===== src/rtl/dram_prefetch_fifo_pkg.sv =====
// Shared definitions for the DRAM prefetch FIFO: FSM encodings and statistics helpers.
package dram_prefetch_fifo_pkg;

  localparam logic [1:0] StIdle   = 2'h0;
  localparam logic [1:0] StFill   = 2'h1;
  localparam logic [1:0] StStream = 2'h2;
  localparam logic [1:0] StFlush  = 2'h3;

  localparam int unsigned StatsWidth = 16;

  // Saturating increment for the statistics counters.
  function automatic logic [StatsWidth-1:0] sat_inc(input logic [StatsWidth-1:0] v);
    return (&v) ? v : v + StatsWidth'(1);
  endfunction

endpackage


===== src/rtl/prefetch_fifo_ram.sv =====
// DEPTH x WIDTH storage for the prefetch FIFO: synchronous write, asynchronous read.
module prefetch_fifo_ram
  import dram_prefetch_fifo_pkg::*;
#(
  parameter int unsigned WIDTH = 24,
  parameter int unsigned DEPTH = 4,
  parameter int unsigned ABITS = 2
) (
  input  logic             clock_i,
  input  logic             we_i,
  input  logic [ABITS-1:0] waddr_i,
  input  logic [WIDTH-1:0] wdata_i,
  input  logic [ABITS-1:0] raddr_i,
  output logic [WIDTH-1:0] rdata_o
);

  logic [WIDTH-1:0] mem_q [DEPTH];

  always_ff @(posedge clock_i) begin
    if (we_i) mem_q[waddr_i] <= wdata_i;
  end

  assign rdata_o = mem_q[raddr_i];

endmodule


===== src/rtl/dram_prefetch_fifo.sv =====
// DRAM stream prefetcher: keeps a DEPTH-word FWFT FIFO topped up with single-cycle read requests.
// Optional statistics outputs are built when DRAM_PREFETCH_STATS_EN is defined.
module dram_prefetch_fifo
  import dram_prefetch_fifo_pkg::*;
#(
  parameter int unsigned WIDTH  = 24,
  parameter int unsigned DEPTH  = 4,
  parameter int unsigned ABITS  = 2,
  parameter int unsigned THRESH = 2
) (
  input  logic             clock_i,
  input  logic             reset_i,
  input  logic             enable_i,
  input  logic             flush_i,
  input  logic             dram_ready,
  output logic             dram_request,
  input  logic [WIDTH-1:0] dram_data,
  input  logic             data_sent,
  output logic [WIDTH-1:0] fetched_data,
  output logic             fetched_valid,
  output logic [ABITS:0]   level_o
`ifdef DRAM_PREFETCH_STATS_EN
  ,
  output logic [15:0]      underrun_count,
  output logic [15:0]      stall_count
`endif
);

  localparam logic [ABITS:0]   ThreshW = THRESH[ABITS:0];
  localparam logic [ABITS+1:0] DepthW  = DEPTH[ABITS+1:0];

  logic [1:0]       state_q, state_d;
  logic [ABITS:0]   level_q, level_d, outst_q, outst_d;
  logic [ABITS-1:0] wr_ptr_q, wr_ptr_d, rd_ptr_q, rd_ptr_d;
  logic [WIDTH-1:0] head_q, head_d, ram_rdata;
  logic             valid_q, valid_d, req_q, req_d;
  logic             ready_ok, wr_en, pop;
  logic [ABITS+1:0] committed;

  always_comb begin
    // A ready pulse with nothing outstanding is a stray word and is ignored entirely.
    ready_ok = dram_ready && (outst_q != '0);
    wr_en    = ready_ok && !flush_i && (state_q != StFlush);
    pop      = data_sent && valid_q;
    outst_d  = outst_q + (ABITS+1)'(req_q) - (ABITS+1)'(ready_ok);

    if (flush_i) begin
      level_d  = '0;
      wr_ptr_d = '0;
      rd_ptr_d = '0;
    end else begin
      level_d  = level_q + (ABITS+1)'(wr_en) - (ABITS+1)'(pop);
      wr_ptr_d = wr_ptr_q + ABITS'(wr_en);
      rd_ptr_d = rd_ptr_q + ABITS'(pop);
    end

    state_d = state_q;
    unique case (state_q)
      StIdle:   if (enable_i) state_d = (level_d < ThreshW) ? StFill : StStream;
      StFill:   if (level_d >= ThreshW) state_d = StStream;
      StStream: if (!enable_i) state_d = StIdle;
      StFlush:  if (outst_d == '0) state_d = StIdle;
      default:  state_d = StIdle;
    endcase
    if (flush_i) state_d = StFlush;

    committed = {1'b0, level_d} + {1'b0, outst_d};
    req_d     = ((state_d == StFill) || (state_d == StStream)) && (committed < DepthW) && !req_q;
    valid_d   = ((state_d == StStream) || (state_d == StIdle)) && (level_d != '0);

    // Bypass a word landing in the slot that becomes the head this cycle.
    head_d = (wr_en && (wr_ptr_q == rd_ptr_d)) ? dram_data : ram_rdata;
  end

  prefetch_fifo_ram #(
    .WIDTH(WIDTH),
    .DEPTH(DEPTH),
    .ABITS(ABITS)
  ) u_ram (
    .clock_i(clock_i),
    .we_i   (wr_en),
    .waddr_i(wr_ptr_q),
    .wdata_i(dram_data),
    .raddr_i(rd_ptr_d),
    .rdata_o(ram_rdata)
  );

  always_ff @(posedge clock_i) begin
    if (reset_i) begin
      state_q  <= StIdle;
      level_q  <= '0;
      outst_q  <= '0;
      wr_ptr_q <= '0;
      rd_ptr_q <= '0;
      head_q   <= '0;
      valid_q  <= 1'b0;
      req_q    <= 1'b0;
    end else begin
      state_q  <= state_d;
      level_q  <= level_d;
      outst_q  <= outst_d;
      wr_ptr_q <= wr_ptr_d;
      rd_ptr_q <= rd_ptr_d;
      head_q   <= head_d;
      valid_q  <= valid_d;
      req_q    <= req_d;
    end
  end

  assign dram_request  = req_q;
  assign fetched_data  = head_q;
  assign fetched_valid = valid_q;
  assign level_o       = level_q;

`ifdef DRAM_PREFETCH_STATS_EN
  logic [StatsWidth-1:0] underrun_q, stall_q;

  always_ff @(posedge clock_i) begin
    if (reset_i || flush_i) begin
      underrun_q <= '0;
      stall_q    <= '0;
    end else begin
      if (data_sent && !valid_q) underrun_q <= sat_inc(underrun_q);
      if ((state_q == StStream) && (level_q == '0)) stall_q <= sat_inc(stall_q);
    end
  end

  assign underrun_count = underrun_q;
  assign stall_count    = stall_q;
`endif

`ifdef __icarus
  always_ff @(posedge clock_i) begin
    if (!reset_i && dram_ready && (outst_q == '0) && (state_q != StFlush))
      $error("dram_prefetch_fifo: dram_ready with no outstanding request");
  end
`endif

endmodule


===== config.mk =====
export PLATFORM = sky130hd
export DESIGN_NAME = dram_prefetch_fifo
export DESIGN_NICKNAME = d
export VERILOG_FILES = /design/src/rtl/dram_prefetch_fifo_pkg.sv /design/src/rtl/prefetch_fifo_ram.sv /design/src/rtl/dram_prefetch_fifo.sv
export SDC_FILE = /design/constraint.sdc
export NUM_CORES = 1
export LEC_CHECK = 0
export ABC_AREA = 1
export BUFFER_PORTS_ARGS = -buffer_cell sky130_fd_sc_hd__buf_4
export CAP_MARGIN = 20
export CORE_MARGIN = 3
export CORE_UTILIZATION = 55
export CTS_CLUSTER_SIZE = 28
export DETAILED_ROUTE_END_ITERATION = 8
export PLACE_DENSITY = 0.75
export SETUP_SLACK_MARGIN = 0.3
export SLEW_MARGIN = 20
export SYNTH_ARGS = -nofsm -noshare
export SYNTH_HDL_FRONTEND = slang
export SYNTH_SLANG_ARGS = --single-unit

===== constraint.sdc =====
create_clock -name clock_i -period 3.4 [get_ports clock_i]
set_input_delay 0.34 -clock clock_i [delete_from_list [all_inputs] [get_ports clock_i]]
set_output_delay 0.34 -clock clock_i [all_outputs]
set_load 0.01 [all_outputs]

## Word level (Yosys, flattened, before mapping)

Memories as Yosys holds them, arrays and structs flattened. A register that Yosys moved wholly into a read port is not among the register bits.
Index checks and enable logic that the tools add are counted.

- Bits in registers: 14
- RAM bits: 96
- Output and inout bits: 29
- Memories kept: 1

Memories:

| memory | words | bits a word | rd ports | clocked after memory_dff | wr ports | RTL line | RTL |
|---|---|---|---|---|---|---|---|
| u_ram.mem_q | 4 | 24 | 1 | 1 | 1 | prefetch_fifo_ram.sv:17 | `logic [WIDTH-1:0] mem_q [DEPTH];` |

- Add/subtract/negate cells: 7
- $lt $le $gt $ge: 3
- Eq/ne operators: 6
- Multiplexer cells: 11
- Reductions and logical operators: 17

Operator list:

| cell | number |
|---|---|
| 2-bit 2-to-1 mux | 7 |
| 2-bit case mux with 4 select lines | 1 |
| 1-bit logical AND | 7 |
| 3-bit by 1-bit adder with 3-bit output | 2 |
| 2-bit equality test (second input constant) | 3 |
| 3-bit nonzero test | 2 |
| 3-bit by 1-bit subtractor with 3-bit output | 2 |
| 2-bit by 1-bit adder with 2-bit output | 2 |
| 3-bit by 3-bit adder with 4-bit output | 1 |
| 2-bit by 1-bit equality test with 1-bit output (second input constant) | 2 |
| 2-bit zero test | 2 |
| 4-bit by 3-bit < comparator with 1-bit output (second input constant) | 1 |
| 3-bit by 2-bit greater-or-equal comparator with 1-bit output (second input constant) | 1 |
| 3-bit zero test | 1 |
| 3-bit by 2-bit < comparator with 1-bit output (second input constant) | 1 |
| 3-bit 2-to-1 mux | 1 |
| 1-bit zero test | 2 |
| 1-bit logical OR | 2 |
| 1-bit 2-to-1 mux | 2 |
| 2-bit inequality test (second input constant) | 1 |
| 2-bit OR reduction | 1 |

## Longest topological paths before layout

Gate-level depths: netlist of run 1.

- Depth after elaboration: 16
- Gate-level depth with buffers: 16

## Hierarchy

Synthesis of run 1 repeated with hierarchy kept, for this count alone.

- Cell total of the unflattened synthesis: 597
- Area total of the unflattened synthesis: 5739.3 um2

Modules (own cells, without submodules):

| module | times used | cells each | area each (um2) | sequential area each (um2) |
|---|---|---|---|---|
| prefetch_fifo_ram | 1 | 384 | 4057.6 | 2882.8 |
| dram_prefetch_fifo | 1 | 213 | 1681.6 | 760.7 |

## Least setup slack after synthesis of run 1

OpenSTA, ideal clock, no wires.

- Path type: register to register
- From: register outst_q[1]
- To: memory u_ram.mem_q[1][0] (enable)
- Arrival time: 2.412 ns
- Required time: 2.965 ns
- Setup slack: 0.553 ns
- Stages on the path, launching flop included: 5
- Buffers on the path: 0
- Path through: dfxtp_1 -> nor2_1 -> a21boi_2 -> nand2_2 -> nor3_1

- Word-level cells in the longest chain between the ends: 6

RTL lines:

| element | RTL line | RTL |
|---|---|---|
| start, declared | dram_prefetch_fifo.sv:33 | `logic [ABITS:0] level_q, level_d, outst_q, outst_d;` |
| start signal, assigned | dram_prefetch_fifo.sv:101 | `outst_q <= outst_d;` |
| 3-bit nonzero test | dram_prefetch_fifo.sv:42 | `ready_ok = dram_ready && (outst_q != '0);` |
| 1-bit logical AND | dram_prefetch_fifo.sv:42 |  |
| 1-bit logical AND (2 in series) | dram_prefetch_fifo.sv:43 | `wr_en = ready_ok && !flush_i && (state_q != StFlush);` |
| 1-bit 2-to-1 mux | prefetch_fifo_ram.sv:20 | `if (we_i) mem_q[waddr_i] <= wdata_i;` |
| 1-bit 2-to-1 mux (not written as such) | prefetch_fifo_ram.sv:20 |  |
| end, declared | prefetch_fifo_ram.sv:17 |  |

Every way passes these cells.

## Final worst setup path of run 1

- From: register state_q[0]
- To: register req_q, in the netlist dram_request

- Word-level cells in the longest chain between the ends: 14

RTL lines:

| element | RTL line | RTL |
|---|---|---|
| start, declared | dram_prefetch_fifo.sv:32 | `logic [1:0] state_q, state_d;` |
| start signal, assigned | dram_prefetch_fifo.sv:90 | `state_q <= StIdle;` |
| start signal, assigned | dram_prefetch_fifo.sv:99 | `state_q <= state_d;` |
| 2-bit inequality test (*) | dram_prefetch_fifo.sv:43 |  |
| 1-bit logical AND (*) | dram_prefetch_fifo.sv:43 |  |
| 3-bit by 1-bit adder with 3-bit output (*) | dram_prefetch_fifo.sv:52 | `level_d = level_q + (ABITS+1)'(wr_en) - (ABITS+1)'(pop);` |
| 3-bit by 1-bit subtractor with 3-bit output (*) | dram_prefetch_fifo.sv:52 |  |
| 3-bit 2-to-1 mux (*) | dram_prefetch_fifo.sv:47 | `if (flush_i) begin` |
| via level_d[2] | dram_prefetch_fifo.sv:33 |  |
| 3-bit by 2-bit < comparator with 1-bit output | dram_prefetch_fifo.sv:59 | `StIdle: if (enable_i) state_d = (level_d < ThreshW) ? StFill : StStream;` |
| 2-bit 2-to-1 mux (2 in series) | dram_prefetch_fifo.sv:59 |  |
| 2-bit case mux with 4 select lines | dram_prefetch_fifo.sv:58 | `unique case (state_q)` |
| 2-bit 2-to-1 mux | dram_prefetch_fifo.sv:65 | `if (flush_i) state_d = StFlush;` |
| 2-bit by 1-bit equality test with 1-bit output or 2-bit equality test (tied branches) | dram_prefetch_fifo.sv:68 | `req_d = ((state_d == StFill) \|\| (state_d == StStream)) && (committed < DepthW) && !req_q;` |
| 1-bit logical OR | dram_prefetch_fifo.sv:68 |  |
| 1-bit logical AND (*) (2 in series) | dram_prefetch_fifo.sv:68 |  |
| end signal, assigned | dram_prefetch_fifo.sv:106 | `req_q <= req_d;` |
| end, declared | dram_prefetch_fifo.sv:36 | `logic valid_q, valid_d, req_q, req_d;` |

Mark *: on every way through the listed nets, which the timed path passes. The rest lies on a longest branch.
A chain may end at the register's enable or synchronous reset.

==> results by group, run 1 <==
Logic synthesis
  – Sequential fraction of the synthesis area: 0.664
  – Synth top area share: 0.526
  – Yosys warning count: 0
  – Synthesized Nets: roughly 490
  – Yosys reg bits: between 100 and 150
  – Top post-synthesis cells by area: edfxtp_1, dfxtp_1, mux2_2
  – Syn_area_per_cell: roughly 12 µm²
  – Synth Cell Area: 5480 µm²
  – Distinct cell type count after synthesis: 30
  – Cells after synthesis: 449
  – Cell accounting for the most synthesized area: edfxtp_1

Critical path
  – CP Data Required Time: about 3.8 ns
  – Worst R2R Start: state_q[0]
  – Reg2Reg Depth: 16
  – Crit path kind: reg2reg
  – Critical path's slowest cell: fa_1
  – Worst reg2reg path endpoint: dram_request
  – Cell breakdown of the critical path: nand2_1 -> inv_1 -> nor2_1 -> nand2_2 -> ha_1 -> inv_1 -> ha_1 -> inv_1 -> fa_1 -> nand3b_1 -> nand3_1 -> inv_1 -> ha_1 -> nor3_1 -> nand3_1 -> nor3_1
  – CP Launch Type: flip-flop
  – Max FO, Critical Path: 6
  – CP most frequent cell: inv_1
  – CP endpoint kind: flip-flop
  – FF-to-FF setup slack: between 0.5 and 0.6 ns
  – Crit-path max cell delay: ~0.36 ns
  – Arr. time, crit path: ~3.3 ns

Floorplanning
  – Core Rows: 35
  – Die W: 106 µm
  – Starting Density: 0.580
  – Die height: approximately 110 µm
  – Io pins: 59
  – Full die area: between 10000 and 15000 µm²
  – Core Box Area: ~9500 µm²

Power
  – Total Power: 4.33 mW
  – VDD IR max: 0.000306 V
  – Pwr per Cell Area: ~650 nW/µm²
  – Static Leak: about 2.8 nW

Global route
  – GRT Residual Overflow: 0
  – Global-route wire length before repair: 17.7 mm
  – Vias in the first global route: between 3000 and 4000
  – All-Layer GR Usage: 0.206
  – Initial antenna violation count: 0
  – Pin count of the biggest net entering global routing: 32

Final layout
  – Most common cell after layout, fill and taps aside: edfxtp_1
  – Diodes inserted: 0
  – Fill cells: 683
  – Share of layout cells above drive strength 1: 0.301
  – Area Overhead vs Synth: 21.7%
  – Most frequent cells in the layout: edfxtp_1, nand2_1, buf_4, nor2_1, mux2_2
  – Layout Nets: between 500 and 600
  – Number of standard cells in the final layout excluding fillers: approximately 670
  – Fin area: 6670 µm²

STA
  – Fin worst setup slack: between 0.5 and 0.6 ns
  – Tcrit/Tclk final: 0.844
  – Clock skew: 0.00949 ns
  – Final setup fails: 0
  – Sum Neg Setup Slack: 0 ns
  – Worst-Margin Slew: approximately 0.92 ns
  – Fmax: 0.349 GHz
  – Worst slew margin: 0.386
  – Final Max Slew Viols: 0
  – RSZ-0062 raised after global routing: no
  – Final hold vios: 0
  – Min Tclk post-route: 2.87 ns

Place
  – Detail Placement HPWL: about 6.5 mm
  – Pre-CTS WS: around 0.43 ns
  – Placed cell areas: just over 6000 µm²
  – Placed insts: about 630
  – Gpl congestion: between 0.8 and 0.9
  – # port buffers: 58

Min path
  – WHS Endpoint: u_ram.mem_q[0][18]
  – Hold path cells: 1
  – Min-Delay Path Class: in2reg
  – Hold path start: dram_data[18]

Drt
  – Post-DRT Antenna Nets: 0
  – Residual DRC count: 0
  – First drt pass iteration count: 4
  – DRT Wirelength: between 10 and 15 mm
  – DRT iter0 DRCs: about 150
  – Vias per cell: around 5.2
  – Vias: between 3000 and 4000
  – Routed length per instance: 16.6 µm

Clocking
  – Clock Sinks: ~130
  – CTS Buf Count: 17
  – CTS clk-pin slew, worst paths: roughly 0.060 ns
  – Clock Path Buffers: 2
  – CTS tree: built
  – Post-CTS Hold Buffers: 0
  – # H-tree levels: 4
  – Worst-skew pair later-pin latency: 0.51 ns
  – Clk root buf: clkbuf_8

Outcome
  – Status: complete, no violations

Run
  – Max-cap viol count: 0
metal layers:
metal	share of wire	global-route usage
met4	0.013	0.0823
met5	0	0
met3	0.061	0.0453
met2	0.52	0.355
met1	0.41	0.252
state kept, by name (all words and copies together), names as in the netlist:
register / count
dram_request: 1
fetched_data: 24
fetched_valid: 1
level_o: 3
outst_q: 3
rd_ptr_q: 2
state_q: 2
u_ram.mem_q: 96
wr_ptr_q: 2
cell type report:
type,count,area [µm²],area share
flip-flops and latches,134,3640,0.546
multi-input cells,269,1640,0.245
repair buffers,74,556,0.0832
clock buffers,20,435,0.0652
well taps,129,161,0.0242
clock inverters,12,129,0.0193
inverters,30,113,0.0169
repair_timing:
item                                    4_1_cts  5_1_grt
gates resized for setup                       0        1
buffers inserted                              0        4
endpoints found under the setup margin        0        1
synth_stat cells:
cell type and count:
o21ai_0 25, buf_8 1, buf_2 4, nand2_1 92, nor3_1 8, nor2_4 1, edfxtp_1 96, nand4_1 2
nor2_1 65, inv_2 2, nand3_1 5, ha_1 8, mux2_2 39, clkbuf_1 3, xor2_1 3, a21oi_1 2
inv_1 28, buf_12 1, buf_1 1, mux2_1 2, nand2_4 1, buf_4 5, mux2_4 7, nand2_2 2
dfxtp_1 38, clkbuf_2 1, fa_1 2, nand3b_1 1, a21boi_2 1, xnor2_1 3
stage by stage:
step / hold slack [ns] / utilization
detailed placement: 0.553 / 0.643
global route: 0.0213 / 0.706
global placement: 0.540 / 0.643
CTS: 0.0248 / 0.702
finish: 0.0410 / 0.706
floorplan: 0.439 / -
how the worst max path moves through the flow:
| stage | cells past startpoint | slack, ns | from | end |
|---|---|---|---|---|
| 2_1_floorplan | 4 | 0.55 | outst_q[1] | u_ram.mem_q[1][0] |
| 3_5_place_dp | 15 | 0.43 | flush_i | dram_request |
| 4_1_cts | 15 | 0.44 | outst_q[1] | dram_request |
| 5_1_grt | 16 | 0.33 | state_q[0] | dram_request |
| 3_3_place_gp | 15 | 0.56 | outst_q[1] | dram_request |
| 6_report | 16 | 0.53 | state_q[0] | dram_request |
logic make-up after synthesis:
group | synth area share
muxes | 0.103
xor gates and xnor gates | 0.00958
DFF | 0.664
adders and majority gates | 0.0256
and+or+nand+nor | 0.129
AOI/OAI and AO/OA | 0.0267
buffers and inverters | 0.0411
power by group:
part	total (mW)	switching [mW]	internal, mW	leakage, nW
logic	0.687	0.401	0.286	1.30
registers	1.92	0.0456	1.87	1.18
clock network	1.72	0.664	1.06	0.271
total	4.33	1.11	3.22	2.76
critical path: cells and delay by family (launching register included):
kind	cells	cell delay [ns]
buffers and inverters	4	0.23
adders and majority gates	4	1.09
and+or+nand+nor	8	1.17
DFF	1	0.32
(Power assumes the default switching activity.)
==> run 2: changes to the inputs <==
--- a/config.mk
+++ b/config.mk
@@ -9,7 +9,7 @@
 export BUFFER_PORTS_ARGS = -buffer_cell sky130_fd_sc_hd__buf_4
 export CAP_MARGIN = 20
 export CORE_MARGIN = 3
-export CORE_UTILIZATION = 55
+export CORE_UTILIZATION = 52
 export CTS_CLUSTER_SIZE = 28
 export DETAILED_ROUTE_END_ITERATION = 8
 export PLACE_DENSITY = 0.75
==> constraint.sdc (replaced) <==
create_clock -name clock_i -period 2.3 [get_ports clock_i]
set_input_delay 0.23 -clock clock_i [delete_from_list [all_inputs] [get_ports clock_i]]
set_output_delay 0.23 -clock clock_i [all_outputs]
set_load 0.01 [all_outputs]
==> run 2 against run 1 <==
Compared with the run above: the flow now finishes with violations (negative setup slack); global-route usage decreased by 0.59 points; first-iteration DRC count grew 26%; non-clock buffer count increased by 42; register-to-register slack worse by 0.74 ns; combinational power grew 85%; total power is 51% higher; routed wire length increased by 3.0%; setup slack worse by 0.74 ns; via count increased by 3.6%; utilization is 2.5 points higher; die area grew 5.4%; sequential cell count is the same; critical path type unchanged; highest routed layer unchanged.
==> results by group, run 2 (same netlist as run 1, synthesis figures left out) <==
Outcome
  – Status: finished with violations
  – Failing checks: negative setup slack

Critical path
  – Crit-path max cell delay: 0.37 ns (about the same)
  – CP Launch Type: flip-flop
  – FF-to-FF setup slack: -0.21 ns (-0.74 ns)
  – Arr. time, crit path: 2.95 ns (-0.35 ns)
  – Critical path's slowest cell: fa_2
  – Reg2Reg Depth: 15 (-1)
  – CP Data Required Time: 2.73 ns (-1.10 ns)
  – CP endpoint kind: flip-flop
  – WP depth: 15 (-1)
  – Crit path from: outst_q[1]
  – Crit path kind: reg2reg
  – Cell breakdown of the critical path: nor2_2 -> a21boi_2 -> nand2_2 -> ha_4 -> inv_4 -> ha_4 -> inv_2 -> fa_2 -> nand3b_1 -> nand3_2 -> inv_1 -> ha_1 -> nor3_2 -> nand3_1 -> nor3_2
  – Worst path top cell family by delay: adder cells
  – Worst R2R Start: outst_q[1]
  – Worst Path Buf+Inv: 3 (-1)
  – Max FO, Critical Path: 2 (-4)
  – Setup crit end: dram_request
  – Worst reg2reg path endpoint: dram_request

Clocking
  – Clock Path Buffers: 2 (unchanged)
  – CTS Buf Count: 17 (unchanged)
  – Worst-skew pair later-pin latency: 0.51 ns (about the same)
  – CTS tree: built
  – # H-tree levels: 4 (unchanged)
  – Clock Sinks: 134 (unchanged)
  – Clk root buf: clkbuf_8
  – CTS clk-pin slew, worst paths: 0.06 ns (about the same)

Global route
  – All-Layer GR Usage: 0.200 (-0.00588)
  – Vias in the first global route: 3637 (+0.58%)
  – GRT Residual Overflow: 0 (unchanged)
  – Initial antenna violation count: 0 (unchanged)
  – Global-route wire length before repair: 17.9 mm (+1.5%)
  – Pin count of the biggest net entering global routing: 29 (-9.4%)

Final layout
  – Max FFs per register: 96 (unchanged)
  – Largest reg by FF count: u_ram.mem_q
  – Layout Nets: 608 (+7.4%)
  – Most frequent cells in the layout: edfxtp_1, nand2_1, buf_4, nor2_1, mux2_2
  – Area Overhead vs Synth: 33.2%
  – Diodes inserted: 0 (unchanged)
  – Share of layout cells above drive strength 1: 0.359 (+0.0581)
  – Fin area: 7310 µm² (+9.5%)
  – Most common cell after layout, fill and taps aside: edfxtp_1

STA
  – Tcrit/Tclk final: 1.09 (+0.248)
  – Fin worst setup slack: -0.212 ns (-0.743 ns)
  – Final Max Slew Viols: 0 (unchanged)
  – Final setup fails: 4 (+4)
  – Min Tclk post-route: 2.51 ns (-0.357 ns)
  – Fmax: 0.398 GHz (+14%)
  – Worst slew margin: 0.682 (+0.295)
  – Worst-Margin Slew: 0.477 ns (-0.443 ns)
  – Clock skew: 0.00675 ns (-0.00274 ns)
  – RSZ-0062 raised after global routing: yes
  – Final hold vios: 0 (unchanged)

Power
  – Total Power: 6.56 mW (+51%)
  – VDD IR max: 0.000659 V (+120%)
  – Static Leak: 2.99 nW (+8.5%)
  – Pwr per Cell Area: 897 nW/µm² (+38%)

Drt
  – Vias: 3600 (+3.6%)
  – Routed length per instance: 16.0 µm (-3.5%)
  – Residual DRC count: 0 (unchanged)
  – Post-DRT Antenna Nets: 0 (unchanged)
  – Vias per cell: 5.05 (-2.9%)
  – First drt pass iteration count: 4 (unchanged)
  – DRT iter0 DRCs: 187 (+26%)
  – DRT Wirelength: 11.4 mm (+3.0%)

Floorplanning
  – Full die area: 11800 µm² (+5.4%)
  – Die height: 109 µm (+2.7%)
  – Core Box Area: 10000 µm² (+5.7%)
  – Core Rows: 36 (+2.9%)
  – Die W: 109 µm (+2.7%)
  – Io pins: 59 (unchanged)
  – Starting Density: 0.548 (-0.0313)

Place
  – Placed cell areas: 6310 µm² (+3.8%)
  – Gpl congestion: 0.777 (-3.8%)
  – Pre-CTS WS: -0.289 ns (-0.716 ns)
  – Detail Placement HPWL: 6.62 mm (+2.7%)
  – # port buffers: 58 (unchanged)

Min path
  – Min-Delay Path Class: in2reg
  – Hold path start: flush_i

Run
  – Max-cap viol count: 0 (unchanged)
## run 2: worst min-delay path by stage
stage / endpoint / slack, ns / cells after the start
2_1_floorplan: u_ram.mem_q[0][0] / 0.33 / 0
3_3_place_gp: u_ram.mem_q[0][22] / 0.44 / 1
3_5_place_dp: u_ram.mem_q[3][15] / 0.44 / 1
4_1_cts: state_q[0] / 0.12 / 5
5_1_grt: dram_request / 0.17 / 6
6_report: state_q[0] / 0.14 / 5
## run 2: worst register-to-register path, cell delays in order, from the launching register on
cell	delay (ns)
dfxtp_4	0.35
nor2_2	0.03
a21boi_2	0.16
nand2_2	0.10
ha_4	0.25
inv_4	0.05
ha_4	0.11
inv_2	0.03
fa_2	0.37
nand3b_1	0.19
nand3_2	0.11
inv_1	0.05
ha_1	0.28
nor3_2	0.14
nand3_1	0.10
nor3_2	0.11
## run 2: metrics by stage
step	std cells	setup TNS, ns	hold WS (ns)	util
global route	713	-0.911	0.175	0.731
CTS	710	-0.256	0.123	0.718
global placement	647	-0.155	0.439	0.631
detailed placement	647	-0.356	0.443	0.631
finish	713	-0.500	0.140	0.731
floorplan	449	-0.132	0.329	-
## run 2: layout make-up
| class | instances | area (µm²) |
|---|---|---|
| Sequential cell | 134 | 3650 |
| Clock inverter | 14 | 129 |
| Clock buffer | 17 | 414 |
| Fill cell | 635 | 2690 |
| Inverter | 30 | 118 |
| Timing Repair Buffer | 116 | 1070 |
| Tap cell | 133 | 166 |
| Multi-Input combinational cell | 269 | 1760 |
## run 2: metal layers
| layer | wire length, µm | global-route usage |
|---|---|---|
| met1 | 4960 | 0.252 |
| met2 | 5730 | 0.338 |
| met3 | 589 | 0.0503 |
| met4 | 150 | 0.0685 |
| met5 | 0 | 0 |
## run 2: power by group
part	internal [mW]	switching, mW	total (mW)
combinational	0.612	0.658	1.27
sequential	2.78	0.0679	2.84
clock	1.43	1.01	2.44
## run 2: repair_timing
action	CTS	global route
resized for setup	11	22
pin swaps	10	12
hold buffers	25	0
setup buffers	7	1
hold endpoints to repair	109	0
cloned	0	2
endpoints found under the setup margin	12	28
==> run 3: changes to the inputs <==
--- a/config.mk
+++ b/config.mk
@@ -6,13 +6,14 @@
 export NUM_CORES = 1
 export LEC_CHECK = 0
 export ABC_AREA = 1
-export BUFFER_PORTS_ARGS = -buffer_cell sky130_fd_sc_hd__buf_4
+export ABC_CLOCK_PERIOD_IN_PS = 2300
 export CAP_MARGIN = 20
 export CORE_MARGIN = 3
-export CORE_UTILIZATION = 52
+export CORE_UTILIZATION = 55
 export CTS_CLUSTER_SIZE = 28
 export DETAILED_ROUTE_END_ITERATION = 8
-export PLACE_DENSITY = 0.75
+export DONT_BUFFER_PORTS = 1
+export PLACE_DENSITY = 0.73
 export SETUP_SLACK_MARGIN = 0.3
 export SLEW_MARGIN = 20
 export SYNTH_ARGS = -nofsm -noshare
==> run 3 against run 2 <==
Compared with the run above: the flow finishes with violations (negative hold slack, negative setup slack); critical path depth did not move; die area fell by 5.2%; fmax rose by 3.0%; non-clock buffer count fell by 55; critical path type unchanged; critical endpoint unchanged; largest cell class unchanged.
==> results by group, run 3 (same netlist as run 1, synthesis figures left out) <==
Clocking
  – Post-CTS Hold Buffers: 27 (+8.0%)
  – Worst-skew pair later-pin latency: 0.52 ns (about the same)
  – Clk root buf: clkbuf_8
  – Clock Sinks: 134 (unchanged)
  – Clock Path Buffers: 2 (unchanged)
  – CTS tree: built
  – CTS Buf Count: 17 (unchanged)
  – CTS clk-pin slew, worst paths: 0.06 ns (about the same)
  – # H-tree levels: 4 (unchanged)

Floorplanning
  – Core Box Area: 9460 µm² (-5.4%)
  – Starting Density: 0.580 (+0.0313)
  – Core Rows: 35 (-2.8%)
  – Die W: 106 µm (-2.6%)
  – Full die area: 11200 µm² (-5.2%)
  – Die height: 106 µm (-2.6%)
  – Io pins: 59 (unchanged)

Global route
  – Pin count of the biggest net entering global routing: 28 (-3.4%)
  – Met3 capacity usage during global routing: 0.0557 (+0.00540)
  – Met1 Usage GRT: 0.262 (+0.00916)
  – Gr busiest metal: met2
  – M2 GR Usage: 0.360 (+0.0217)
  – Initial antenna violation count: 0 (unchanged)
  – All-Layer GR Usage: 0.210 (+0.0104)
  – Vias in the first global route: 3541 (-2.6%)
  – Global-route wire length before repair: 18.0 mm (+0.23%)
  – GRT Residual Overflow: 0 (unchanged)

Critical path
  – CP endpoint kind: flip-flop
  – Crit-path max cell delay: 0.36 ns (about the same)
  – Arr. time, crit path: 2.89 ns (-0.06 ns)
  – Worst path top cell family by delay: adder cells
  – Worst R2R Start: outst_q[1]
  – CP Data Required Time: 2.75 ns (+0.02 ns)
  – Critical path's slowest cell: fa_2
  – Cell breakdown of the critical path: nor2_2 -> a21boi_2 -> ha_1 -> inv_1 -> ha_2 -> inv_2 -> fa_2 -> xor2_1 -> nand2_1 -> nand2_2 -> inv_2 -> ha_4 -> nor3_2 -> nand3_1 -> nor3_2
  – Crit path kind: reg2reg
  – Crit path from: outst_q[1]
  – Worst Path Buf+Inv: 3 (unchanged)
  – CP Launch Type: flip-flop
  – Max FO, Critical Path: 2 (unchanged)

Place
  – Detail Placement HPWL: 6.63 mm (+0.11%)
  – Gpl congestion: 0.806 (+3.8%)
  – # port buffers: 0 (-100%)

Drt
  – DRT Wirelength: 11.5 mm (+0.24%)
  – First drt pass iteration count: 5 (+1)
  – Vias: 3486 (-3.2%)
  – Routed length per instance: 17.5 µm (+9.1%)
  – DRT iter0 DRCs: 183 (-2.1%)
  – Post-DRT Antenna Nets: 0 (unchanged)
  – Vias per cell: 5.32 (+5.4%)
  – Residual DRC count: 0 (unchanged)

Min path
  – Min-Delay Path Class: in2reg
  – Hold path start: reset_i

Final layout
  – Area Overhead vs Synth: 25.3%
  – Most common cell after layout, fill and taps aside: edfxtp_1
  – Seq. cell area: 3650 µm² (about the same)
  – Area occupied by multi-input gates: 1790 µm² (+2.1%)
  – Fill cells: 656 (+3.3%)
  – Most frequent cells in the layout: edfxtp_1, nand2_1, nor2_1, mux2_2, dfxtp_1
  – Layout Nets: 553 (-9.0%)
  – Largest reg by FF count: u_ram.mem_q
  – Max FFs per register: 96 (unchanged)
  – Share of layout cells above drive strength 1: 0.306 (-0.0525)
  – Diodes inserted: 0 (unchanged)
  – Util after Layout: 0.726 (-0.00428)

Power
  – Pwr per Cell Area: 962 nW/µm² (+7.2%)
  – Total Power: 6.61 mW (+0.79%)
  – Static Leak: 2.71 nW (-9.3%)
  – VDD IR max: 0.000797 V (+21%)

Run
  – Max-cap viol count: 0 (unchanged)

STA
  – Min Tclk post-route: 2.44 ns (-0.0742 ns)
  – Fin worst setup slack: -0.138 ns (+0.0742 ns)
  – Fmax: 0.410 GHz (+3.0%)
  – RSZ-0062 raised after global routing: yes
  – Sum Neg Setup Slack: -0.242 ns (+0.258 ns)
  – Final hold vios: 7 (+7)
  – Worst hold slack: -0.234 ns (-0.375 ns)
  – Clock skew: 0.00834 ns (+0.00158 ns)
  – Final setup fails: 3 (-1)
  – Tcrit/Tclk final: 1.06 (-0.0323)
  – Final Max Slew Viols: 0 (unchanged)
  – Worst slew margin: 0.673 (-0.00908)
  – Worst-Margin Slew: 0.489 ns (+0.0126 ns)

Outcome
  – Status: finished with violations
  – Failing checks: negative hold slack, negative setup slack
-- run 3: cell count changes in the layout (fill, tap and decap cells not counted), sizes merged --
cell,delta
buf,-57
inv,+3
dlygate4sd3,+2
clkinv,-1
clkinvlp,-1
-- run 3: layout make-up --
class	count	share of cell area
clock buffers	17	0.0603
clock inverters	15	0.0213
inverters	30	0.0164
multi-input cells	269	0.261
flip-flops and latches	134	0.531
well taps	129	0.0235
repair buffers	61	0.0863
-- run 3: final timing paths --
| path | end | slack, ns | cells after the start |
|---|---|---|---|
| min | outst_q[1] | -0.23 | 1 |
| max | dram_request | -0.14 | 15 |
| min reg2reg | rd_ptr_q[1] | 0.55 | 2 |
| max reg2reg | dram_request | -0.14 | 15 |
-- run 3: metal layers --
layer  up-vias  wire, µm
li1       1657         -
met1      1719      4890
met2        99      5960
met3        11       517
met4         0        94
met5         -         0
-- run 3: what timing repair did --
item,4_1_cts,5_1_grt
pin swaps,9,16
gates cloned,0,2
endpoints found under the hold margin,133,7
buffers inserted,3,1
gates resized for setup,8,26
setup endpoints to repair,8,29
-- run 3: per-stage QoR --
step	std cells	cell area, µm²	worst slack (ns)
detailed placement	590	5850	-0.285
finish	655	6870	-0.138
global placement	590	5850	-0.150
global route	655	6870	-0.309
floorplan	449	5550	-0.132
CTS	652	6730	-0.194
-- run 3: power by group --
part | internal, mW | leakage (nW) | total (mW) | switching (mW)
registers | 2.77 | 1.18 | 2.88 | 0.108
clock network | 1.46 | 0.264 | 2.52 | 1.07
logic | 0.534 | 1.27 | 1.20 | 0.666
